[src/rtl/muldiv_unit.sv]
// muldiv_unit: iterative RV32M-style multiply/divide unit.
// Division is restoring and produces 1 quotient bit per cycle.
// By default multiply is shift-add and produces 1 bit per cycle.
// Optional macro MULDIV_FAST_MUL_EN selects a single-cycle multiplier array for multiply ops.
module muldiv_unit #(
  parameter int XLEN  = 32,
  parameter int TAG_W = 5
) (
  input  logic             clk,
  input  logic             rstN,
  input  logic             reqValid,
  output logic             reqReady,
  input  logic [2:0]       reqOp,
  input  logic [XLEN-1:0]  reqOp1,
  input  logic [XLEN-1:0]  reqOp2,
  input  logic [TAG_W-1:0] reqTag,
  input  logic             flush,
  output logic             respValid,
  input  logic             respReady,
  output logic [XLEN-1:0]  respResult,
  output logic [TAG_W-1:0] respTag,
  output logic             busy
);

  localparam int CNT_W = $clog2(XLEN);
  localparam logic [CNT_W-1:0] LAST_STEP = CNT_W'(XLEN - 1);
  localparam logic [XLEN-1:0]  MOST_NEG  = {1'b1, {(XLEN-1){1'b0}}};

  localparam logic [2:0] OP_MUL    = 3'd0;
  localparam logic [2:0] OP_MULH   = 3'd1;
  localparam logic [2:0] OP_MULHSU = 3'd2;
  localparam logic [2:0] OP_DIV    = 3'd4;
  localparam logic [2:0] OP_REM    = 3'd6;

  typedef enum logic [1:0] {IDLE, CALC, DONE} state_t;

  state_t           state_q, state_d;
  logic [2:0]       op_q, op_d;
  logic [TAG_W-1:0] tag_q, tag_d;
  logic [CNT_W-1:0] cnt_q, cnt_d;
  logic [XLEN-1:0]  acc_q, acc_d;
  logic [XLEN-1:0]  quo_q, quo_d;
  logic [XLEN-1:0]  dvs_q, dvs_d;
  logic             neg_q, neg_d;
  logic [XLEN-1:0]  res_q, res_d;

  logic             op1_signed, op2_signed, op1_neg, op2_neg, neg_sel;
  logic [XLEN-1:0]  mag1, mag2;
  logic [XLEN:0]    shifted, diff, sum;
  logic [XLEN-1:0]  step_acc, step_quo;

  // Sign-correct the full product, then pick the low or high half.
  function automatic logic [XLEN-1:0] mul_select(input logic [2*XLEN-1:0] prod,
                                                 input logic neg, input logic [2:0] op);
    logic [2*XLEN-1:0] p;
    p = neg ? -prod : prod;
    return (op == OP_MUL) ? p[XLEN-1:0] : p[2*XLEN-1:XLEN];
  endfunction

  // Sign-correct the quotient or remainder magnitude, depending on which one the op returns.
  function automatic logic [XLEN-1:0] div_select(input logic [XLEN-1:0] quo,
                                                 input logic [XLEN-1:0] rem,
                                                 input logic neg, input logic [2:0] op);
    logic [XLEN-1:0] q, r;
    q = neg ? -quo : quo;
    r = neg ? -rem : rem;
    return op[1] ? r : q;
  endfunction

  // Reduce the incoming operands to magnitudes and record whether the result must be negated.
  always_comb begin
    op1_signed = (reqOp == OP_MULH) || (reqOp == OP_MULHSU) || (reqOp == OP_DIV) || (reqOp == OP_REM);
    op2_signed = (reqOp == OP_MULH) || (reqOp == OP_DIV) || (reqOp == OP_REM);
    op1_neg    = op1_signed & reqOp1[XLEN-1];
    op2_neg    = op2_signed & reqOp2[XLEN-1];
    mag1       = op1_neg ? -reqOp1 : reqOp1;
    mag2       = op2_neg ? -reqOp2 : reqOp2;
    neg_sel    = (reqOp == OP_REM) ? op1_neg : (op1_neg ^ op2_neg);
  end

  // Perform one iteration of either the restoring divide or the shift-add multiply.
  always_comb begin
    shifted  = {acc_q, quo_q[XLEN-1]};
    diff     = shifted - {1'b0, dvs_q};
    sum      = {1'b0, acc_q} + (quo_q[0] ? {1'b0, dvs_q} : {(XLEN+1){1'b0}});
    step_acc = acc_q;
    step_quo = quo_q;
    if (op_q[2]) begin
      if (!diff[XLEN]) begin
        step_acc = diff[XLEN-1:0];
        step_quo = {quo_q[XLEN-2:0], 1'b1};
      end else begin
        step_acc = shifted[XLEN-1:0];
        step_quo = {quo_q[XLEN-2:0], 1'b0};
      end
    end else begin
      {step_acc, step_quo} = {sum, quo_q[XLEN-1:1]};
    end
  end

  // Compute the next state. Early-out cases are handled here, and flush overrides everything.
  always_comb begin
    state_d = state_q;
    op_d    = op_q;
    tag_d   = tag_q;
    cnt_d   = cnt_q;
    acc_d   = acc_q;
    quo_d   = quo_q;
    dvs_d   = dvs_q;
    neg_d   = neg_q;
    res_d   = res_q;
    case (state_q)
      IDLE: begin
        if (reqValid) begin
          op_d  = reqOp;
          tag_d = reqTag;
          cnt_d = '0;
          neg_d = neg_sel;
          acc_d = '0;
          if (reqOp[2]) begin
            if (reqOp2 == '0) begin
              res_d   = reqOp[1] ? reqOp1 : '1;
              state_d = DONE;
            end else if (!reqOp[0] && (reqOp1 == MOST_NEG) && (reqOp2 == '1)) begin
              res_d   = reqOp[1] ? '0 : reqOp1;
              state_d = DONE;
            end else begin
              quo_d   = mag1;
              dvs_d   = mag2;
              state_d = CALC;
            end
          end else begin
`ifdef MULDIV_FAST_MUL_EN
            res_d   = mul_select((2*XLEN)'(mag1) * (2*XLEN)'(mag2), neg_sel, reqOp);
            state_d = DONE;
`else
            quo_d   = mag2;
            dvs_d   = mag1;
            state_d = CALC;
`endif
          end
        end
      end
      CALC: begin
        cnt_d = cnt_q + CNT_W'(1);
        acc_d = step_acc;
        quo_d = step_quo;
        if (cnt_q == LAST_STEP) begin
          state_d = DONE;
          res_d   = op_q[2] ? div_select(step_quo, step_acc, neg_q, op_q)
                            : mul_select({step_acc, step_quo}, neg_q, op_q);
        end
      end
      DONE: begin
        if (respReady) state_d = IDLE;
      end
      default: state_d = IDLE;
    endcase
    if (flush) state_d = IDLE;
  end

  // Register all state. An asynchronous reset clears the FSM, counter, accumulators and outputs.
  always_ff @(posedge clk or negedge rstN) begin
    if (!rstN) begin
      state_q <= IDLE;
      op_q    <= '0;
      tag_q   <= '0;
      cnt_q   <= '0;
      acc_q   <= '0;
      quo_q   <= '0;
      dvs_q   <= '0;
      neg_q   <= 1'b0;
      res_q   <= '0;
    end else begin
      state_q <= state_d;
      op_q    <= op_d;
      tag_q   <= tag_d;
      cnt_q   <= cnt_d;
      acc_q   <= acc_d;
      quo_q   <= quo_d;
      dvs_q   <= dvs_d;
      neg_q   <= neg_d;
      res_q   <= res_d;
    end
  end

  assign reqReady   = (state_q == IDLE);
  assign respValid  = (state_q == DONE);
  assign busy       = (state_q != IDLE);
  assign respResult = res_q;
  assign respTag    = tag_q;

endmodule

[config.mk]
export PLATFORM = sky130hd
export DESIGN_NAME = muldiv_unit
export DESIGN_NICKNAME = d
export VERILOG_FILES = /design/src/rtl/muldiv_unit.sv
export SDC_FILE = /design/constraint.sdc
export NUM_CORES = 1
export LEC_CHECK = 0
export ABC_AREA = 1
export CORE_UTILIZATION = 40
export CTS_CLUSTER_SIZE = 8
export DETAILED_ROUTE_END_ITERATION = 8
export GPL_TIMING_DRIVEN = 0
export PLACE_DENSITY = 0.6
export SETUP_SLACK_MARGIN = 0.4
export SLEW_MARGIN = 40
export SYNTH_ARGS = -nofsm -noshare
export SYNTH_HDL_FRONTEND = slang
export SYNTH_SLANG_ARGS = --single-unit
[constraint.sdc]
create_clock -name clk -period 7.8 [get_ports clk]
set_input_delay 0.78 -clock clk [delete_from_list [all_inputs] [get_ports clk]]
set_output_delay 0.78 -clock clk [all_outputs]
set_load 0.01 [all_outputs]
======== After elaboration in Yosys (flattened, before gate mapping) ========
Cells that the tools add are included.
operators by class
  $add $sub $neg .......................... 8
  equality and inequality tests ........... 20
  muxes and demuxes ....................... 42
  bitwise operators ....................... 3
  reductions and logical operators ........ 19
operators with widths
  cell                                            number
  2-to-1 mux 32 bit                               26
  case mux 32 bit (2 select lines)                3
  negation 32 bit                                 4
  equality test 32 bit (second input constant)    2
  2-to-1 mux 64 bit                               1
  negation 64 bit                                 1
  adder 32 x 32 -> 33 bit                         1
  subtractor 33 x 32 -> 33 bit                    1
  zero test 32 bit                                1
  2-to-1 mux 2 bit                                7
  case mux 5 bit (2 select lines)                 1
  != test 3 bit (second input constant)           3
  != test 2 bit (second input constant)           4
  AND reduction 4 bit                             2
  equality test 3 bit (second input constant)     2
  != test 3 x 2 -> 1 bit (second input constant)  2
  case mux 2 bit (3 select lines)                 1
  adder 5 x 1 -> 5 bit (second input constant)    1
  equality test 5 bit (second input constant)     1
  logical OR 1 bit                                5
  2-to-1 mux 5 bit                                1
  AND reduction 5 bit                             1
  AND reduction 2 bit                             2
  nonzero test 2 bit                              2
  other kinds (14)                                17
storage, ports and cells
  register bits ........................... 144
  output and inout port bits .............. 40

======== Depth between registers and ports, before layout ========
Gate-level depths: netlist of the first run.
  depth in word-level cells ............... 11
  gate-level depth with buffers ........... 38
  mapped depth without buffers ............ 38

======== Worst setup path before layout of the first run ========
No wires, ideal clock.
  path type ............................... flip-flop to flip-flop
  from .................................... register quo_q[31]
  to ...................................... register res_q[30] (netlist: respResult[30])
  arrival ................................. 3.835 ns
  slack ................................... 3.848 ns
  cell stages (with the launch flop) ...... 38
  period minus slack after synthesis ...... 3.952 ns
  cells stage by stage .................... dfrtp_1 inv_1 ha_1 inv_1 fa_1 nand2_1 nand2_1 nand3_2 nand2_2 nand2_2 nand2_4 nand2_4 nand3_2 nand3_2 nand2_1 inv_1 ha_1 inv_1 [... 2 more ...] nor3_2 nand2_1 nor3_2 inv_2 nor2_2 nand2_1 nor2_1 a31oi_1 nor2_4 nand2_2 inv_2 nand2_1 nand2_1 nand3_1 nand2_1 nand3_1 nand2_1 nand2_1
on the way
  word-level cells in the longest chain between the ends .. 9
  elaborated cells on any way between the ends .. 16
RTL lines
  item                                                          RTL line  source
  from (decl)                                                   42        logic [XLEN-1:0] quo_q, quo_d;
  from (signal assigned)                                        180       quo_q <= quo_d;
  subtractor 33 x 32 -> 33 bit                                  84        diff = shifted - {1'b0, dvs_q};
  2-to-1 mux 1 bit / 2-to-1 mux 32 bit (equally long branches)  89        if (!diff[XLEN]) begin
  2-to-1 mux 32 bit                                             88        if (op_q[2]) begin
  negation 64 bit (tied with other cells)                       56        p = neg ? -prod : prod;
  2-to-1 mux 64 bit (tied with other cells)                     56
  2-to-1 mux 32 bit (on tied branches)                          57, 67
  2-to-1 mux 32 bit (*)                                         150       res_d = op_q[2] ? div_select(step_quo, step_acc, neg_q, op_q)
  2-to-1 mux 32 bit (*)                                         148       if (cnt_q == LAST_STEP) begin
  case mux 32 bit (2 select lines) (*)                          112       case (state_q)
  to (signal assigned)                                          183       res_q <= res_d;
  to (decl)                                                     45        logic [XLEN-1:0] res_q, res_d;
Every way passes the cells marked *; elsewhere a longest branch is shown, timed or not. The select of a mux whose other input is x is not followed.
A chain may end at the register's enable or synchronous reset.

======== Worst setup path after layout of the first run ========
  from .................................... register quo_q[31]
  to ...................................... register res_q[16] (netlist: respResult[16])
The elaborated chain is that of the path after synthesis.

==> results of run 1 <==
==> per-stage QoR <==
step	TNS, ns	hold slack, ns	power (W)
after global placement	-51.33	0.458	0.00977
after floorplan	0	0.462	0.00675
final	0	0.179	0.0111
after global routing	0	0.200	0.0117
after CTS	0	0.186	0.0107
after detailed placement	0	0.462	0.00983
==> power groups by stage <==
stage                     registers (W)  logic (W)  clock network, W
after floorplan                 0.00129    0.00546                 0
after global placement          0.00136    0.00841                 0
after detailed placement        0.00136    0.00847                 0
after CTS                       0.00135    0.00851          0.000873
after global routing            0.00139    0.00945          0.000903
final                           0.00136    0.00885          0.000870
==> layout make-up <==
type | instances | area (um2)
Inverter | 470 | 1760
Sequential cell | 144 | 3600
Clock inverter | 15 | 161
Fill cell | 5039 | 24500
Tap cell | 600 | 751
Clock buffer | 17 | 425
Multi-Input combinational cell | 2536 | 12800
Buffer | 123 | 563
Timing Repair Buffer | 117 | 1210
Antenna cell | 2 | 5.00
==> sequential cells by signal (all words and copies together) (netlist names) <==
signal and count:
op_q 3, dvs_q 32, acc_q 32, state_q 2, neg_q 1, respTag 5
quo_q 32, cnt_q 5, respResult 32
==> kinds of logic after synthesis <==
| family | Yosys count | synth area share |
|---|---|---|
| flops | 144 | 0.192 |
| simple gates | 1757 | 0.406 |
| buf+inv | 593 | 0.124 |
| compound gates | 602 | 0.180 |
| fa+ha+maj | 73 | 0.0495 |
| xor+xnor | 104 | 0.0486 |
==> synth_stat cells, drive strengths merged (36+ instances only) <==
| library cell | instances | area share |
|---|---|---|
| clkbuf | 82 | 0.016 |
| inv | 465 | 0.093 |
| nand2 | 1061 | 0.22 |
| o21ai | 322 | 0.088 |
| ha | 71 | 0.047 |
| xor2 | 88 | 0.041 |
| buf | 41 | 0.014 |
| dfrtp | 144 | 0.19 |
| nor3 | 36 | 0.011 |
| a21oi | 180 | 0.052 |
| nand4 | 41 | 0.014 |
| nand3 | 276 | 0.078 |
| nor2 | 299 | 0.065 |
==> per-layer routing <==
layer | wire, um | vias to the layer above | track usage
li1 | - | 10800 | -
met1 | 38400 | 10800 | 0.506
met2 | 42100 | 1197 | 0.625
met3 | 9080 | 235 | 0.0791
met4 | 6070 | 2 | 0.232
met5 | 13 | - | 0
==> worst max-delay path by stage <==
stage                                      from                         end  slack (ns)  cells past startpoint
after detailed placement  quo_q[31]$_DFFE_PN0P_  respResult[16]$_DFFE_PN0P_        2.06                     33
after CTS                 quo_q[31]$_DFFE_PN0P_  respResult[16]$_DFFE_PN0P_        2.03                     33
after floorplan           quo_q[31]$_DFFE_PN0P_  respResult[30]$_DFFE_PN0P_        3.85                     37
after global placement                     rstN  respResult[29]$_DFFE_PN0P_       -0.40                      1
final                     quo_q[31]$_DFFE_PN0P_  respResult[16]$_DFFE_PN0P_        1.78                     33
after global routing      quo_q[31]$_DFFE_PN0P_  respResult[20]$_DFFE_PN0P_        1.54                     33
==> impl_table.tex, run 1 <==
\begin{tabular}{lr}
\hline
Metric & Value \\
\hline
\multicolumn{2}{l}{\textbf{Run status}} \\
\quad Run status & finished clean \\
\multicolumn{2}{l}{\textbf{Yosys}} \\
\quad Synthesized netlist net count & approximately 3400 \\
\quad Ys Warns & 0 \\
\quad Netlist Area Pre-Place & 18800 um2 \\
\quad FFs w/ async S/R, synth & 1.00 \\
\quad Proportion of synthesized chip area in sequential cells & 0.192 \\
\quad Post-Synthesis Cells & 3273 \\
\quad Primary FF master, synth & sky130\_fd\_sc\_hd\_\_dfrtp\_1 \\
\quad Number of flops mapped to enable cells by yosys & 0 \\
\quad Count of cell types in the netlist & between 50 and 60 \\
\quad Flop and latch count out of synthesis & 144 \\
\quad Mean post-synth cell area & 5.73 um2 \\
\multicolumn{2}{l}{\textbf{Setup path}} \\
\quad Critical-path cell with the highest stage delay & sky130\_fd\_sc\_hd\_\_nand2\_1 \\
\quad Required time of the critical path & 8.16 ns \\
\quad Category of the critical setup timing path & reg -> reg \\
\quad Dominant cell type by count on the critical path & sky130\_fd\_sc\_hd\_\_nand2\_1 \\
\quad Crit-path leading delay family & simple AND/OR/NAND/NOR gates \\
\quad Slack of the worst reg-to-reg path & 1.78 ns \\
\quad Worst-path fanout max & 7 \\
\quad Crit Reg-Reg Endpoint & respResult[16]\$\_DFFE\_PN0P\_ \\
\quad CP arrival & 6.38 ns \\
\quad Depth of the most critical reg-to-reg path & 33 \\
\quad Crit-path max cell delay & 0.44 ns \\
\quad CP Buf/Inv Count & 5 \\
\quad Critical path endpoint category & register \\
\quad Reg2Reg Launch Point & quo\_q[31]\$\_DFFE\_PN0P\_ \\
\quad Critical path startpoint category & register \\
\multicolumn{2}{l}{\textbf{Placed design}} \\
\quad Placed cell count & between 3000 and 4000 \\
\quad Post-DP HPWL & between 70000 and 80000 um \\
\quad Setup slack after placement & approximately 2.1 ns \\
\quad Port Buffer Count & around 120 \\
\quad Global placer's final weighted congestion & 1.04 \\
\quad Cell area after placement & 20700 um2 \\
\multicolumn{2}{l}{\textbf{STA}} \\
\quad RSZ-0062 raised after global routing & false \\
\quad Final hold violation count & 0 \\
\quad Setup ws final & about 1.8 ns \\
\quad Final count of pins violating max slew & 0 \\
\quad Worst slew margin relative to its limit & 0.238 \\
\quad Setup skew after layout & about 0.012 ns \\
\quad Period utilization & 0.772 \\
\quad Post-layout minimum cycle time & 6.02 ns \\
\quad Slew @ Worst Pin & 1.13 ns \\
\quad Fmax achieved & 166 MHz \\
\quad Number of failing setup endpoints in the final timing report & 0 \\
\multicolumn{2}{l}{\textbf{Die}} \\
\quad I/O pin total & between 100 and 150 \\
\quad Starting density of the core & 0.410 \\
\quad Area of the die & 47800 um2 \\
\quad Core box area & between 40000 and 50000 um2 \\
\quad Chip Height & 219 um \\
\quad Standard-cell row count & just under 80 \\
\quad Die Wd & 219 um \\
\multicolumn{2}{l}{\textbf{GRT}} \\
\quad Pin count of the biggest net entering global routing & 71 \\
\quad Antenna violations before repair & 2 \\
\quad Number of global-route vias before repair & between 20000 and 25000 \\
\quad All-Layer GR Usage & 0.399 \\
\quad Overflow left after global routing & 0 \\
\quad Global-route wire length before repair & between 100000 and 150000 um \\
\multicolumn{2}{l}{\textbf{Run}} \\
\quad Max capacitance violation total & 0 \\
\multicolumn{2}{l}{\textbf{Power and ir drop}} \\
\quad Worst IR Drop VDD & 260 uV \\
\quad Share of power burned in the clock network & 0.078 \\
\quad Net switching power figure & 0.00711 W \\
\quad Relative contribution of sequential cells to total power & 0.123 \\
\quad Net switching share of the total power & 0.642 \\
\quad Leakage power of the design & roughly 11 nW \\
\quad Logic gate share of total power & 0.799 \\
\quad Pint & 0.00397 W \\
\quad Power per cell area & 520 nW/um2 \\
\multicolumn{2}{l}{\textbf{Clock network}} \\
\quad \# hold bufs at CTS & 0 \\
\quad Number of buffers created by CTS & 17 \\
\quad CTS root buf & sky130\_fd\_sc\_hd\_\_clkbuf\_16 \\
\quad Post-CTS Resized & 0 \\
\quad CTS clock-pin slew for the worst setup and hold paths & around 0.07 ns \\
\quad Total number of H-tree levels & 4 \\
\quad Clock sink count & approximately 140 \\
\quad Post-CTS setup buffers & 0 \\
\quad Clock tree from TritonCTS & built \\
\quad Clock latency on the worst-skew pair & 0.47 ns \\
\quad Number of buffers on the longest clock path & 2 \\
\multicolumn{2}{l}{\textbf{Worst hold path}} \\
\quad Worst min-delay path class & in -> async \\
\multicolumn{2}{l}{\textbf{Drt}} \\
\quad Number of optimization iterations in the first detailed-route pass & 8 \\
\quad Final routed DRC violation total & 0 \\
\quad Number of routed nets with antenna violations & 0 \\
\quad First DRT Iteration DRCs & $\sim$3000 \\
\quad Vias after detailed routing & between 20000 and 25000 \\
\quad Average via count per standard cell & about 5.7 \\
\quad Aggregate routed wire length & 95700 um \\
\quad Average wire per standard cell & between 20 and 25 um \\
\multicolumn{2}{l}{\textbf{Finish}} \\
\quad Fin util & 0.466 \\
\quad Area delta synth->final & 13.6\% \\
\quad Final non-filler cell area & 21300 um2 \\
\quad Share of layout cells above drive strength 1 & 0.0660 \\
\quad Most frequent standard cell in the layout excluding fill and tap cells & sky130\_fd\_sc\_hd\_\_nand2\_1 \\
\quad Highest-count cells in the layout ignoring fill and taps & 998 x sky130\_fd\_sc\_hd\_\_nand2\_1, 445 x sky130\_fd\_sc\_hd\_\_inv\_1, 288 x sky130\_fd\_sc\_hd\_\_o21ai\_0, 273 x sky130\_fd\_sc\_hd\_\_nor2\_1, 263 x sky130\_fd\_sc\_hd\_\_nand3\_1 \\
\quad \# nets final & roughly 3600 \\
\quad Fin cells & about 4000 \\
\hline
\end{tabular}
Power figures use the tool's default switching activity.
==> inputs of run 2 (changes only) <==
PLACE_DENSITY = 0.62   (was 0.6)
clock period = 4.9 ns   (was 7.8 ns; I/O delays follow)
==> run 2 against run 1 <==
Compared with the run above: total power grew 60%; worst hold slack gained 0.26 ns; wire length down 9.9%; combinational power increased by 62%; via count shrank 1.4%; non-clock buffer count rose by 35; utilization grew 1.9 points; sequential share of layout area fell by 0.58 points; cell count is 0.82% higher; fmax rose by 37%; flip-flop and latch count did not move; worst setup slack worse by 1.3 ns; critical endpoint is now respResult[14]$_DFFE_PN0P_; highest routed layer unchanged.
==> impl_table.tex, run 2 (synthesis gave the netlist of run 1 again) <==
\begin{tabular}{lr}
\hline
Metric & Value \\
\hline
\multicolumn{2}{l}{\textbf{Finish}} \\
\quad \# diodes & 0 (-2) \\
\quad Area delta synth->final & 18.3\% \\
\quad Most frequent standard cell in the layout excluding fill and tap cells & sky130\_fd\_sc\_hd\_\_nand2\_1 \\
\quad Share of layout cells above drive strength 1 & 0.104 (+0.0375) \\
\quad \# nets final & 3594 (+0.98\%) \\
\quad Fin util & 0.485 (+0.0193) \\
\quad Highest-count cells in the layout ignoring fill and taps & 986 x sky130\_fd\_sc\_hd\_\_nand2\_1, 438 x sky130\_fd\_sc\_hd\_\_inv\_1, 287 x sky130\_fd\_sc\_hd\_\_o21ai\_0, 264 x sky130\_fd\_sc\_hd\_\_nor2\_1, 254 x sky130\_fd\_sc\_hd\_\_nand3\_1 \\
\multicolumn{2}{l}{\textbf{Setup path}} \\
\quad Reg2Reg Launch Point & acc\_q[9]\$\_DFFE\_PN0P\_ \\
\quad Depth of the most critical reg-to-reg path & 32 (-3.0\%) \\
\quad Category of the critical setup timing path & reg -> reg \\
\quad Required time of the critical path & 5.26 ns (-2.90 ns) \\
\quad Worst-path fanout max & 4 (-3) \\
\quad Critical-path cell with the highest stage delay & sky130\_fd\_sc\_hd\_\_dfrtp\_1 \\
\quad Dominant cell type by count on the critical path & sky130\_fd\_sc\_hd\_\_nand2\_2 \\
\quad Crit-path max cell delay & 0.47 ns (+0.03 ns) \\
\quad Critical path startpoint category & register \\
\quad CP arrival & 4.74 ns (-1.64 ns) \\
\quad Slack of the worst reg-to-reg path & 0.52 ns (-1.26 ns) \\
\quad Crit Reg-Reg Endpoint & respResult[14]\$\_DFFE\_PN0P\_ \\
\quad Critical path endpoint category & register \\
\multicolumn{2}{l}{\textbf{Drt}} \\
\quad Number of optimization iterations in the first detailed-route pass & 7 (-1) \\
\quad Average wire per standard cell & 21.3 um (-11\%) \\
\quad Aggregate routed wire length & 86200 um (-9.9\%) \\
\quad First DRT Iteration DRCs & 2522 (-14\%) \\
\quad Average via count per standard cell & 5.60 (-2.2\%) \\
\quad Number of routed nets with antenna violations & 0 (unchanged) \\
\quad Vias after detailed routing & 22700 (-1.4\%) \\
\quad Final routed DRC violation total & 0 (unchanged) \\
\multicolumn{2}{l}{\textbf{Clock network}} \\
\quad Clock tree from TritonCTS & built \\
\quad Clock sink count & 144 (unchanged) \\
\quad CTS root buf & sky130\_fd\_sc\_hd\_\_clkbuf\_16 \\
\quad Clock latency on the worst-skew pair & 0.47 ns (about the same) \\
\quad Total number of H-tree levels & 4 (unchanged) \\
\quad Number of buffers on the longest clock path & 2 (unchanged) \\
\quad Number of buffers created by CTS & 17 (unchanged) \\
\quad CTS clock-pin slew for the worst setup and hold paths & 0.07 ns (about the same) \\
\multicolumn{2}{l}{\textbf{Die}} \\
\quad Core box area & 45800 um2 (unchanged) \\
\quad Die Wd & 219 um (unchanged) \\
\quad Chip Height & 219 um (unchanged) \\
\quad Standard-cell row count & 78 (unchanged) \\
\quad I/O pin total & 117 (unchanged) \\
\quad Area of the die & 47800 um2 (unchanged) \\
\quad Starting density of the core & 0.410 (unchanged) \\
\multicolumn{2}{l}{\textbf{Placed design}} \\
\quad Setup slack after placement & -0.520 ns (-2.58 ns) \\
\quad Post-DP HPWL & 71100 um (-10\%) \\
\quad Port Buffer Count & 115 (unchanged) \\
\quad Global placer's final weighted congestion & 1.06 (+1.2\%) \\
\multicolumn{2}{l}{\textbf{Power and ir drop}} \\
\quad Net switching power figure & 0.0110 W (+54\%) \\
\quad Relative contribution of sequential cells to total power & 0.123 (about the same) \\
\quad Share of power burned in the clock network & 0.076 (-0.002) \\
\quad Leakage power of the design & 11.0 nW (+1.9\%) \\
\quad Worst IR Drop VDD & 302 uV (+16\%) \\
\quad Net switching share of the total power & 0.617 (-0.0248) \\
\quad Pint & 0.00681 W (+72\%) \\
\quad Logic gate share of total power & 0.801 (+0.002) \\
\quad Power per cell area & 801 nW/um2 (+54\%) \\
\multicolumn{2}{l}{\textbf{STA}} \\
\quad Final count of pins violating max slew & 0 (unchanged) \\
\quad Post-layout minimum cycle time & 4.38 ns (-1.64 ns) \\
\quad Worst slew margin relative to its limit & 0.386 (+0.148) \\
\quad RSZ-0062 raised after global routing & true \\
\quad Setup skew after layout & 0.0114 ns (-0.000745 ns) \\
\quad Slew @ Worst Pin & 0.912 ns (-0.219 ns) \\
\quad Fmax achieved & 228 MHz (+37\%) \\
\quad Period utilization & 0.895 (+0.123) \\
\quad Setup TNS & 0 ns (unchanged) \\
\quad Final hold violation count & 0 (unchanged) \\
\quad Setup ws final & 0.517 ns (-1.26 ns) \\
\quad Number of failing setup endpoints in the final timing report & 0 (unchanged) \\
\multicolumn{2}{l}{\textbf{GRT}} \\
\quad Antenna violations before repair & 3 (+1) \\
\quad Pin count of the biggest net entering global routing & 67 (-5.6\%) \\
\quad Overflow left after global routing & 0 (unchanged) \\
\quad Number of global-route vias before repair & 21100 (-1.1\%) \\
\quad Global-route wire length before repair & 128000 um (-7.2\%) \\
\quad All-Layer GR Usage & 0.363 (-0.0358) \\
\multicolumn{2}{l}{\textbf{Run}} \\
\quad Max capacitance violation total & 0 (unchanged) \\
\multicolumn{2}{l}{\textbf{Run status}} \\
\quad Run status & finished clean \\
\multicolumn{2}{l}{\textbf{Worst hold path}} \\
\quad Worst min-delay path class & in -> async \\
\hline
\end{tabular}
run 2: changes by cell type in the layout (fill, tap and decap cells not counted), moves of 5 or more:
cell,previous run,this run
sky130_fd_sc_hd__buf_4,0,35
sky130_fd_sc_hd__ha_1,71,41
sky130_fd_sc_hd__ha_4,0,27
sky130_fd_sc_hd__dfrtp_1,144,128
sky130_fd_sc_hd__dfrtp_2,0,16
sky130_fd_sc_hd__nand2_1,998,986
sky130_fd_sc_hd__nand3_1,263,254
sky130_fd_sc_hd__nor2_1,273,264
sky130_fd_sc_hd__inv_1,445,438
sky130_fd_sc_hd__nand2_2,54,60
sky130_fd_sc_hd__nand2_4,9,15
sky130_fd_sc_hd__nand3_2,12,18
sky130_fd_sc_hd__nor2_2,20,26
sky130_fd_sc_hd__clkbuf_1,81,76
run 2: worst max-delay path by stage:
stage | start | end | slack (ns)
floorplan | quo_q[31]$_DFFE_PN0P_ | respResult[30]$_DFFE_PN0P_ | 0.95
global placement | rstN | respTag[1]$_DFFE_PN0P_ | -3.06
detailed placement | quo_q[31]$_DFFE_PN0P_ | respResult[12]$_DFFE_PN0P_ | -0.52
CTS | acc_q[18]$_DFFE_PN0P_ | respResult[14]$_DFFE_PN0P_ | 0.40
global route | acc_q[9]$_DFFE_PN0P_ | respResult[14]$_DFFE_PN0P_ | 0.37
finish | acc_q[9]$_DFFE_PN0P_ | respResult[14]$_DFFE_PN0P_ | 0.52
run 2: critical path: cells and delay by family, from the launching register on:
kind	cells	cell delay [ns]
simple gates	21	2.40
compound gates	4	0.56
fa+ha+maj	2	0.51
flops	1	0.47
buf+inv	5	0.31
run 2: power by group through the flow:
stage               registers [W]  clock network, W  logic [W]
global route              0.00223           0.00141     0.0154
detailed placement        0.00214                 0     0.0130
floorplan                 0.00205                 0    0.00868
finish                    0.00218           0.00135     0.0143
global placement          0.00214                 0     0.0130
CTS                       0.00216           0.00136     0.0135
run 2: metal layers:
metal,share of wire,GRT usage,wire length (um),vias up
met4,0.061,0.211,5280,4
met2,0.44,0.567,37600,1201
li1,-,-,-,10900
met5,0.00027,0,23,-
met3,0.094,0.0739,8120,231
met1,0.41,0.462,35200,10400
run 2: stage by stage:
stage	cell area (um2)	instances	power (W)	hold slack, ns
after floorplan	18800	3273	0.0107	0.194
after global placement	20700	3988	0.0152	0.455
after detailed placement	20700	3990	0.0152	0.339
after CTS	21900	4046	0.0170	0.435
after global routing	22200	4057	0.0190	0.458
final	22200	4057	0.0178	0.439
run 2: layout make-up:
cell class / instances / area, um2
Sequential cell: 144 / 3620
Buffer: 123 / 572
Clock inverter: 14 / 144
Clock buffer: 18 / 439
Tap cell: 600 / 751
Inverter: 470 / 1780
Timing Repair Buffer: 152 / 1480
Multi-Input combinational cell: 2536 / 13400
Fill cell: 4918 / 23600
run 2: what timing repair did:
item / CTS / global route
pin swaps: 18 / 30
hold buffers: 1 / 0
setup endpoints to repair: 20 / 28
buffers inserted: 23 / 11
gates resized for setup: 67 / 66
endpoints found under the hold margin: 21 / 0
